File: config.mk
export PLATFORM = sky130hd
export DESIGN_NAME = ws2811_driver
export DESIGN_NICKNAME = d
export VERILOG_FILES = /design/src/rtl/ws2811_pkg.sv /design/src/rtl/ws2811_bit_encoder.sv /design/src/rtl/ws2811_driver.sv
export SDC_FILE = /design/constraint.sdc
export NUM_CORES = 1
export LEC_CHECK = 0
export BUFFER_PORTS_ARGS = -buffer_cell sky130_fd_sc_hd__buf_2
export CORE_UTILIZATION = 55
export CTS_BUF_LIST = sky130_fd_sc_hd__clkbuf_8
export CTS_CLUSTER_SIZE = 16
export DETAILED_ROUTE_END_ITERATION = 16
export HOLD_SLACK_MARGIN = 0.08
export PLACE_DENSITY = 0.75
export SLEW_MARGIN = 20
export SYNTH_ARGS = -nofsm -noshare
export SYNTH_HDL_FRONTEND = slang
export SYNTH_SLANG_ARGS = --single-unit
File: constraint.sdc
create_clock -name clk -period 2.5 [get_ports clk]
set_clock_uncertainty 0.05 [all_clocks]
set_input_delay 0.375 -clock clk [delete_from_list [all_inputs] [get_ports clk]]
set_output_delay 0.375 -clock clk [all_outputs]
set_load 0.01 [all_outputs]
File: src/rtl/ws2811_pkg.sv
`default_nettype none
// ============================================================================
//  Module  : ws2811_pkg
//  Purpose : Shared definitions for the WS2811/WS2812 serial LED driver:
//            the ns-to-cycles rounding helper, nominal link timings, the
//            driver state encoding and the per-LED bit count.
//  Ports   : (package - none)
//  Rev     : 1.0  initial release
// ============================================================================
package ws2811_pkg;

    // Nominal link timings in nanoseconds (800 kHz NRZ)
    localparam longint T_BIT_NS   = 64'sd1250;
    localparam longint T0H_NS     = 64'sd350;
    localparam longint T1H_NS     = 64'sd700;
    localparam longint T_LATCH_NS = 64'sd60000;

    localparam int BITS_PER_LED   = 24;
    localparam int CLK_HZ_DEFAULT = 100_000_000;

    typedef enum logic {
        ST_LATCH = 1'b0,
        ST_SEND  = 1'b1
    } state_t;

    // Convert a duration in ns to clock cycles, rounded to nearest
    function automatic int cycles(input longint ns, input longint clk_hz);
        return int'((ns * clk_hz + 64'sd500_000_000) / 64'sd1_000_000_000);
    endfunction

    // Cycle counts at the default 100 MHz clock
    localparam int T_BIT   = cycles(T_BIT_NS,   64'(CLK_HZ_DEFAULT));
    localparam int T0H     = cycles(T0H_NS,     64'(CLK_HZ_DEFAULT));
    localparam int T1H     = cycles(T1H_NS,     64'(CLK_HZ_DEFAULT));
    localparam int T_LATCH = cycles(T_LATCH_NS, 64'(CLK_HZ_DEFAULT));

endpackage : ws2811_pkg
`default_nettype wire

File: src/rtl/ws2811_bit_encoder.sv
`default_nettype none
// ============================================================================
//  Module  : ws2811_bit_encoder
//  Purpose : Turns one data bit into a pulse-width coded bit period.
//            A start pulse latches i_bit and begins a BIT_CYCLES-long period;
//            o_do is high for T1H_CYCLES (bit=1) or T0H_CYCLES (bit=0) from
//            the start edge. o_done flags the last cycle of the period so a
//            new start on that edge gives back-to-back bits with no gap.
//  Ports   : clk     in  system clock
//            reset   in  asynchronous active-low reset
//            i_start in  begin a new bit period on this edge
//            i_bit   in  bit value, sampled with i_start
//            o_do    out registered serial waveform
//            o_done  out high during the final cycle of a bit period
//  Rev     : 1.0  initial release
// ============================================================================
module ws2811_bit_encoder #(
    parameter int BIT_CYCLES = 125,
    parameter int T0H_CYCLES = 35,
    parameter int T1H_CYCLES = 70
) (
    input  logic clk,
    input  logic reset,
    input  logic i_start,
    input  logic i_bit,
    output logic o_do,
    output logic o_done
);

    localparam int CW = $clog2(BIT_CYCLES);
    localparam logic [CW-1:0] c_LAST = CW'(BIT_CYCLES - 1);
    localparam logic [CW-1:0] c_T0H  = CW'(T0H_CYCLES);
    localparam logic [CW-1:0] c_T1H  = CW'(T1H_CYCLES);

    logic          r_busy;
    logic          r_bit;
    logic [CW-1:0] r_cnt;
    logic          r_do;

    logic [CW-1:0] w_cnt_nxt;
    logic [CW-1:0] w_high;
    logic          w_done;

    assign w_cnt_nxt = r_cnt + CW'(1);
    assign w_high    = r_bit ? c_T1H : c_T0H;
    assign w_done    = r_busy && (r_cnt == c_LAST);

    // DO is registered: it reflects (count < high time) for the count the
    // cycle will hold, so the line is high from the start edge onward.
    always_ff @(posedge clk or negedge reset) begin
        if (!reset) begin
            r_busy <= 1'b0;
            r_bit  <= 1'b0;
            r_cnt  <= '0;
            r_do   <= 1'b0;
        end else if (i_start) begin
            r_busy <= 1'b1;
            r_bit  <= i_bit;
            r_cnt  <= '0;
            r_do   <= 1'b1;
        end else if (w_done) begin
            r_busy <= 1'b0;
            r_cnt  <= '0;
            r_do   <= 1'b0;
        end else if (r_busy) begin
            r_cnt  <= w_cnt_nxt;
            r_do   <= (w_cnt_nxt < w_high);
        end
    end

    assign o_do   = r_do;
    assign o_done = w_done;

endmodule : ws2811_bit_encoder
`default_nettype wire

File: src/rtl/ws2811_driver.sv
`default_nettype none
// ============================================================================
//  Module  : ws2811_driver
//  Purpose : Continuously refreshes a chain of NUM_LEDS WS2811/WS2812 LEDs.
//            A latch gap (DO low) is followed by NUM_LEDS x 24 GRB bits, MSB
//            first. The colour of each LED is fetched from an external store
//            through `address`, sampled only on that LED's load edge.
//  Ports   : clk       in  system clock, rising edge
//            reset     in  asynchronous active-low reset
//            address   out index of the LED to be loaded next
//            red_in    in  red for LED `address`
//            green_in  in  green for LED `address`
//            blue_in   in  blue for LED `address`
//            DO        out serial data to the first LED
//  Rev     : 1.0  initial release
// ============================================================================
module ws2811_driver
    import ws2811_pkg::*;
#(
    parameter int NUM_LEDS = 8,
    parameter int CLK_HZ   = 100_000_000,
    localparam int AW      = (NUM_LEDS > 1) ? $clog2(NUM_LEDS) : 1
) (
    input  logic          clk,
    input  logic          reset,
    output logic [AW-1:0] address,
    input  logic [7:0]    red_in,
    input  logic [7:0]    green_in,
    input  logic [7:0]    blue_in,
    output logic          DO
);

    localparam int c_T_BIT   = cycles(T_BIT_NS,   64'(CLK_HZ));
    localparam int c_T0H     = cycles(T0H_NS,     64'(CLK_HZ));
    localparam int c_T1H     = cycles(T1H_NS,     64'(CLK_HZ));
    localparam int c_T_LATCH = cycles(T_LATCH_NS, 64'(CLK_HZ));

    localparam int LW = $clog2(c_T_LATCH);
    localparam logic [LW-1:0] c_LATCH_LAST = LW'(c_T_LATCH - 1);
    localparam logic [AW-1:0] c_LAST_LED   = AW'(NUM_LEDS - 1);
    localparam logic [4:0]    c_FIRST_BIT  = 5'(BITS_PER_LED - 1);

    state_t        r_state;
    logic [LW-1:0] r_latch_cnt;
    logic [AW-1:0] r_led;
    logic [4:0]    r_bit_idx;
    logic [23:0]   r_shift;
    logic [AW-1:0] r_addr;

    logic [23:0]   w_pixel;
    logic          w_latch_done;
    logic          w_bit_done;
    logic          w_last_bit;
    logic          w_start;
    logic          w_start_bit;

    assign w_pixel      = {green_in, red_in, blue_in};
    assign w_latch_done = (r_state == ST_LATCH) && (r_latch_cnt == c_LATCH_LAST);
    assign w_last_bit   = (r_bit_idx == 5'd0) && (r_led == c_LAST_LED);

    // A new bit period begins on every load edge and on every bit end
    // except the final bit of the frame.
    assign w_start = w_latch_done ||
                     ((r_state == ST_SEND) && w_bit_done && !w_last_bit);

    // On a load edge the first bit comes straight from the inputs (green MSB);
    // otherwise it is the next bit waiting behind the current MSB.
    assign w_start_bit = (r_state == ST_LATCH || r_bit_idx == 5'd0) ?
                         green_in[7] : r_shift[22];

    ws2811_bit_encoder #(
        .BIT_CYCLES (c_T_BIT),
        .T0H_CYCLES (c_T0H),
        .T1H_CYCLES (c_T1H)
    ) u_enc (
        .clk     (clk),
        .reset   (reset),
        .i_start (w_start),
        .i_bit   (w_start_bit),
        .o_do    (DO),
        .o_done  (w_bit_done)
    );

    always_ff @(posedge clk or negedge reset) begin
        if (!reset) begin
            r_state     <= ST_LATCH;
            r_latch_cnt <= '0;
            r_led       <= '0;
            r_bit_idx   <= '0;
            r_shift     <= '0;
            r_addr      <= '0;
        end else begin
            case (r_state)
                ST_LATCH: begin
                    if (w_latch_done) begin
                        r_state     <= ST_SEND;
                        r_latch_cnt <= '0;
                        r_led       <= '0;
                        r_bit_idx   <= c_FIRST_BIT;
                        r_shift     <= w_pixel;
                    end else begin
                        r_latch_cnt <= r_latch_cnt + LW'(1);
                    end
                end
                ST_SEND: begin
                    if (w_bit_done) begin
                        if (r_bit_idx != 5'd0) begin
                            r_shift   <= r_shift << 1;
                            r_bit_idx <= r_bit_idx - 5'd1;
                            // Present the next LED's index a full bit period
                            // before its load edge so the store can respond.
                            if (r_bit_idx == 5'd1 && r_led != c_LAST_LED)
                                r_addr <= r_led + AW'(1);
                        end else if (r_led != c_LAST_LED) begin
                            r_shift   <= w_pixel;
                            r_led     <= r_led + AW'(1);
                            r_bit_idx <= c_FIRST_BIT;
                        end else begin
                            r_state <= ST_LATCH;
                            r_addr  <= '0;
                        end
                    end
                end
                default: r_state <= ST_LATCH;
            endcase
        end
    end

    assign address = r_addr;

endmodule : ws2811_driver
`default_nettype wire

==> Word level (Yosys, flattened, before mapping) <==
Cells that the tools add are included.
{ "word_totals": {"regBits": 58, "inputBits": 26, "output_inout_bits": 4, "elab_cells": 78} }
{ "classes": {"addsub": 4, "order_cmp": 1, "eq_ne": 12, "muxes": 34, "bitwise_logic": 1, "reduce_logical": 16} }
{ "op_table": {"columns": ["cell", "n"], "rows": [
  ["$mux W23", 4],
  ["$pmux W23 S2", 1],
  ["$mux W7", 4],
  ["$mux W3", 7],
  ["$mux W5", 4],
  ["$add A13 B1 Y13 const B", 1],
  ["$eq A13 B13 Y1 const B", 1],
  ["$mux W13", 1],
  ["$mux W1", 10],
  ["$pmux W5 S2", 1],
  ["$reduce_and A4 Y1", 2],
  ["$add A7 B1 Y7 const B", 1],
  ["$eq A7 B7 Y1 const B", 1],
  ["$lt A7 B7 Y1", 1],
  ["$logic_and A1 B1 Y1", 6],
  ["$ne A2 B1 Y1 const B", 3],
  ["$ne A2 B2 Y1 const B", 3],
  ["$pmux W3 S2", 1],
  ["$eq A5 B1 Y1 const B", 1],
  ["$logic_not A5 Y1", 1],
  ["$reduce_bool A5 Y1", 1],
  ["$sub A5 B1 Y5 const B", 1],
  ["$add A3 B1 Y3 const B", 1],
  ["$eq A3 B3 Y1 const B", 1],
  ["9 further kinds", 10]
]} }

==> Logic depth before layout (Yosys ltp) <==
{ "logic_depth": {"ltp_word": 6, "depth_mapped": 8, "depth_no_buf": 8} }

==> Hierarchy <==
From an unflattened synthesis, not the netlist that was laid out.
{ "hier_totals": {"cells_unflattened": 304, "hier_area_um2": 3116.7} }
{ "by_module_without_submodules": {"columns": ["mod", "n_inst", "cells_per_inst", "area_each_um2", "seq_area_each_um2"], "rows": [
  ["ws2811_driver", 1, 227, 2458.6, 1201.2],
  ["ws2811_bit_encoder", 1, 77, 658.1, 250.2]
]} }

==> Worst setup path after synthesis <==
Ideal clock, no wire load.
{ "synth_path": {"path_type": "flip-flop to flip-flop", "from": "register r_bit_idx[0]", "to": "register r_led[0]", "setup_time_ps": 125, "t_arrival_ps": 1877, "required_ps": 2325, "path_slack_ps": 448, "path_stages_with_launch": 7, "n_path_buf": 0, "path_cell_list": "dfrtp_1 inv_1 ha_1 or4b_4 nor4_4 nor2_2 mux2_4"} }
{ "synth_via": {"elab_chain_cells": 3} }
{ "synth_lines": {"columns": ["element", "line", "rtl"], "rows": [
  ["start, declared", "ws2811_driver.sv:46", "logic [4:0] r_bit_idx;"],
  ["start signal, assigned", "ws2811_driver.sv:99", "r_bit_idx <= c_FIRST_BIT;"],
  ["start signal, assigned", "ws2811_driver.sv:109", "r_bit_idx <= r_bit_idx - 5'd1;"],
  ["start signal, assigned", "ws2811_driver.sv:117", "r_bit_idx <= c_FIRST_BIT;"],
  ["$reduce_bool A5 Y1", "ws2811_driver.sv:107", "if (r_bit_idx != 5'd0) begin"],
  ["$ne A2 B2 Y1 (no line)", null, null],
  ["$reduce_and A4 Y1 (no line)", null, null],
  ["end signal, assigned", "ws2811_driver.sv:116", "r_led <= r_led + AW'(1);"],
  ["end, declared", "ws2811_driver.sv:45", "logic [AW-1:0] r_led;"]
]} }
Every way passes these cells.
A chain may end at the register's enable or synchronous reset.

==> Worst setup path in the final report <==
Same ends and word-level chain as after synthesis.

==> flow_summary.json <==
{
  "postSynthAreaPerCell_um2": 10.35,
  "routed_wl_mm": 6.397,
  "hold_viol": 0,
  "finalCriticalPeriod_ps": 2233,
  "dp_cells": 386,
  "whs_ps": 215.9,
  "antenna_found_initial": 0,
  "synth_fp_nets": 330,
  "synth-edff-count": 0,
  "finalMaxSlewViolations": 0,
  "rsz0062_at_grt": "false",
  "min_path_type": "in -> reg",
  "drive_gt1_share_pct": 20.12,
  "firstDrtPassIters": 5,
  "grt_max_degree": 37,
  "die-height_um": 76.26,
  "drc": 0,
  "nets": 365,
  "synth_cell_types": 46,
  "p_total_mw": 2.083,
  "pre_cts_slack_ps": 281.2,
  "cts_buffers": 9,
  "start_util_pct": 58.27,
  "drtIter0Drc": 126,
  "dp_hpwl_mm": 4.271,
  "core_mm2": 0.005205,
  "ios": 30,
  "r2r-start": "r_bit_idx[0]$_DFFE_PN0P_",
  "htree_levels": 3,
  "crit_chain": "inv_1, ha_1, or4b_4, nor4_4, nor2_2, mux2_4",
  "via_per_inst": 5.888,
  "gp_congestion": 0.8368,
  "overflow": 0,
  "path_class": "reg -> reg",
  "cts_buffer_depth": 2,
  "instances_no_fill": 403,
  "r2r_slack_ps": 270,
  "synth_flop_cell": "dfrtp_1",
  "maxCapViolCount": 0,
  "ys_seq_area_share_pct": 47.85,
  "grt_pass1_wl_mm": 10.84,
  "worstHoldPathCells": 2,
  "fin_tns_setup_ps": 0,
  "vias": 2373,
  "fmax_ghz": 0.4477,
  "hold_path_end": "r_shift[0]$_DFFE_PN0P_",
  "num_rows": 26,
  "vdd_drop_max_v": 0.0004302,
  "cp-start-kind": "register",
  "post_cts_buffers": 0,
  "tightestPinTransition_ps": 564.8,
  "cp_data_required_time_ps": 2680,
  "synth_top_area_share_pct": 47.85,
  "fin_crit_sh_pct": 89.34,
  "layout_setup_ws_ps": 266.6,
  "die_area_mm2": 0.005816,
  "syn_inst": 293,
  "syn2layout_area_growth_pct": 17.12,
  "synth_area_leader_cell": "dfrtp_1",
  "reg2reg_depth": 6,
  "clkLatencyLatePin_ps": 340,
  "grt.total_usage_pct": 24.17,
  "yosys_warnings": 0,
  "die_x_um": 76.26,
  "yosys-top-cells-area": "dfrtp_1, mux2i_1, a21oi_1",
  "maxSlewHeadroom_pct": 62.35,
  "syn-cell-area_mm2": 0.003033,
  "cts.clk_slew.worst_paths_ps": 60,
  "crit_path_end_kind": "register",
  "crit_path_top_delay_cell": "or4b_4",
  "antenna_cells": 0,
  "cts_tree": "built",
  "synth_most_common_cell": "dfrtp_1",
  "p_per_area_mw_per_mm2": 586.5,
  "ant_nets": 0,
  "power_leakage_nw": 1.675,
  "r2r_end": "r_led[0]$_DFFE_PN0P_",
  "wire_per_inst_um": 15.87,
  "status": "finished clean",
  "async_reset_ff_share_pct": 100.0,
  "worstPathArrival_ps": 2410,
  "portBuffers": 29,
  "cpPeakStageDelay_ps": 510,
  "critPathMaxFanout": 8,
  "cts_root_buffer": "clkbuf_8",
  "ys_seq_elements": 58,
  "setup_violations": 0,
  "grt_pass1_vias": 2333,
  "netlist_top_cells_count": "dfrtp_1, a21oi_1, nor3_1",
  "min_from": "blue_in[0]",
  "cts.sinks": 58
}
==> area by class of cell <==
class	count	area [um2]
Clock buffer	11	151.4
Clock inverter	5	101.3
Fill cell	385	1653
Inverter	8	30.03
Multi-Input combinational cell	214	1498
Sequential cell	58	1451
Tap cell	70	87.58
Timing Repair Buffer	37	232.7
==> per-stage QoR <==
step	area [um2]	util [%]
after CTS	3546	68.13
after global placement	3283	63.08
final	3552	68.25
after detailed placement	3283	63.08
after global routing	3552	68.25
after floorplan	3033	-
==> metal layers <==
metal | track usage (%) | share of wire, % | wire length, um
met3 | 4.192 | 2.8 | 182
met5 | 0 | 0 | 0
met4 | 13.65 | 2.0 | 127
met2 | 38.83 | 49 | 3119
met1 | 30.93 | 46 | 2967
==> worst max path at each step <==
stage	startpoint	to	slack (ps)	cells past startpoint
4_1_cts	r_bit_idx[0]$_DFFE_PN0P_	r_bit_idx[0]$_DFFE_PN0P_	220	7
2_1_floorplan	r_bit_idx[0]$_DFFE_PN0P_	r_led[0]$_DFFE_PN0P_	450	6
3_5_place_dp	r_bit_idx[0]$_DFFE_PN0P_	u_enc.r_bit$_DFFE_PN0N_	280	7
5_1_grt	u_enc.r_cnt[0]$_DFFE_PN0P_	u_enc.o_do$_DFFE_PN0P_	160	8
6_report	r_bit_idx[0]$_DFFE_PN0P_	r_led[0]$_DFFE_PN0P_	270	6
3_3_place_gp	r_bit_idx[0]$_DFFE_PN0P_	r_led[0]$_DFFE_PN0P_	340	6
==> sequential cells by signal (all words and copies together) (netlist names) <==
name / count
r_bit_idx: 5
u_enc.r_busy: 1
u_enc.r_cnt: 7
r_led: 3
r_latch_cnt: 13
u_enc.r_bit: 1
address: 3
r_shift: 23
r_state: 1
u_enc.o_do: 1
==> cell usage in the layout, fill, tap and decap left out, types with 7 or more instances in the layout <==
master / Yosys / layout
nor3_1: 30 / 30
a21oi_1: 33 / 33
buf_2: 7 / 29
a22o_1: 7 / 7
inv_1: 8 / 9
o21ai_0: 9 / 9
ha_1: 11 / 11
dfrtp_1: 58 / 58
mux2i_1: 22 / 22
clkbuf_8: 0 / 11
nand2_1: 16 / 16
nor2_1: 11 / 11
==> cell families after synthesis <==
kind of cell / after synthesis / synth area share [%]
fa+ha+maj: 11 / 4.538
xor+xnor: 10 / 2.888
compound gates: 71 / 14.85
mux: 24 / 8.127
buf+inv: 21 / 3.135
flops: 58 / 47.85
simple gates: 98 / 18.61
==> power breakdown <==
group          switching, mW  total, mW  internal (mW)
Sequential                 0      0.938          0.938
Combinational         0.0292     0.0534         0.0241
Clock                  0.379       1.09          0.713
==> worst max-delay path, delay by kind of cell, from the launching register on <==
kind / cells / cell delay, ps
DFF: 1 / 400
and+or+nand+nor: 3 / 1070
adders and majority gates: 1 / 200
muxes: 1 / 270
buffers and inverters: 1 / 130
==> repair_timing <==
item / 4_1_cts / 5_1_grt
hold buffers: 1 / 0
setup endpoints to repair: 0 / 1
resized for setup: 0 / 1
endpoints found under the hold margin: 22 / 0
Note: power is estimated with default switching activity, not from simulation.
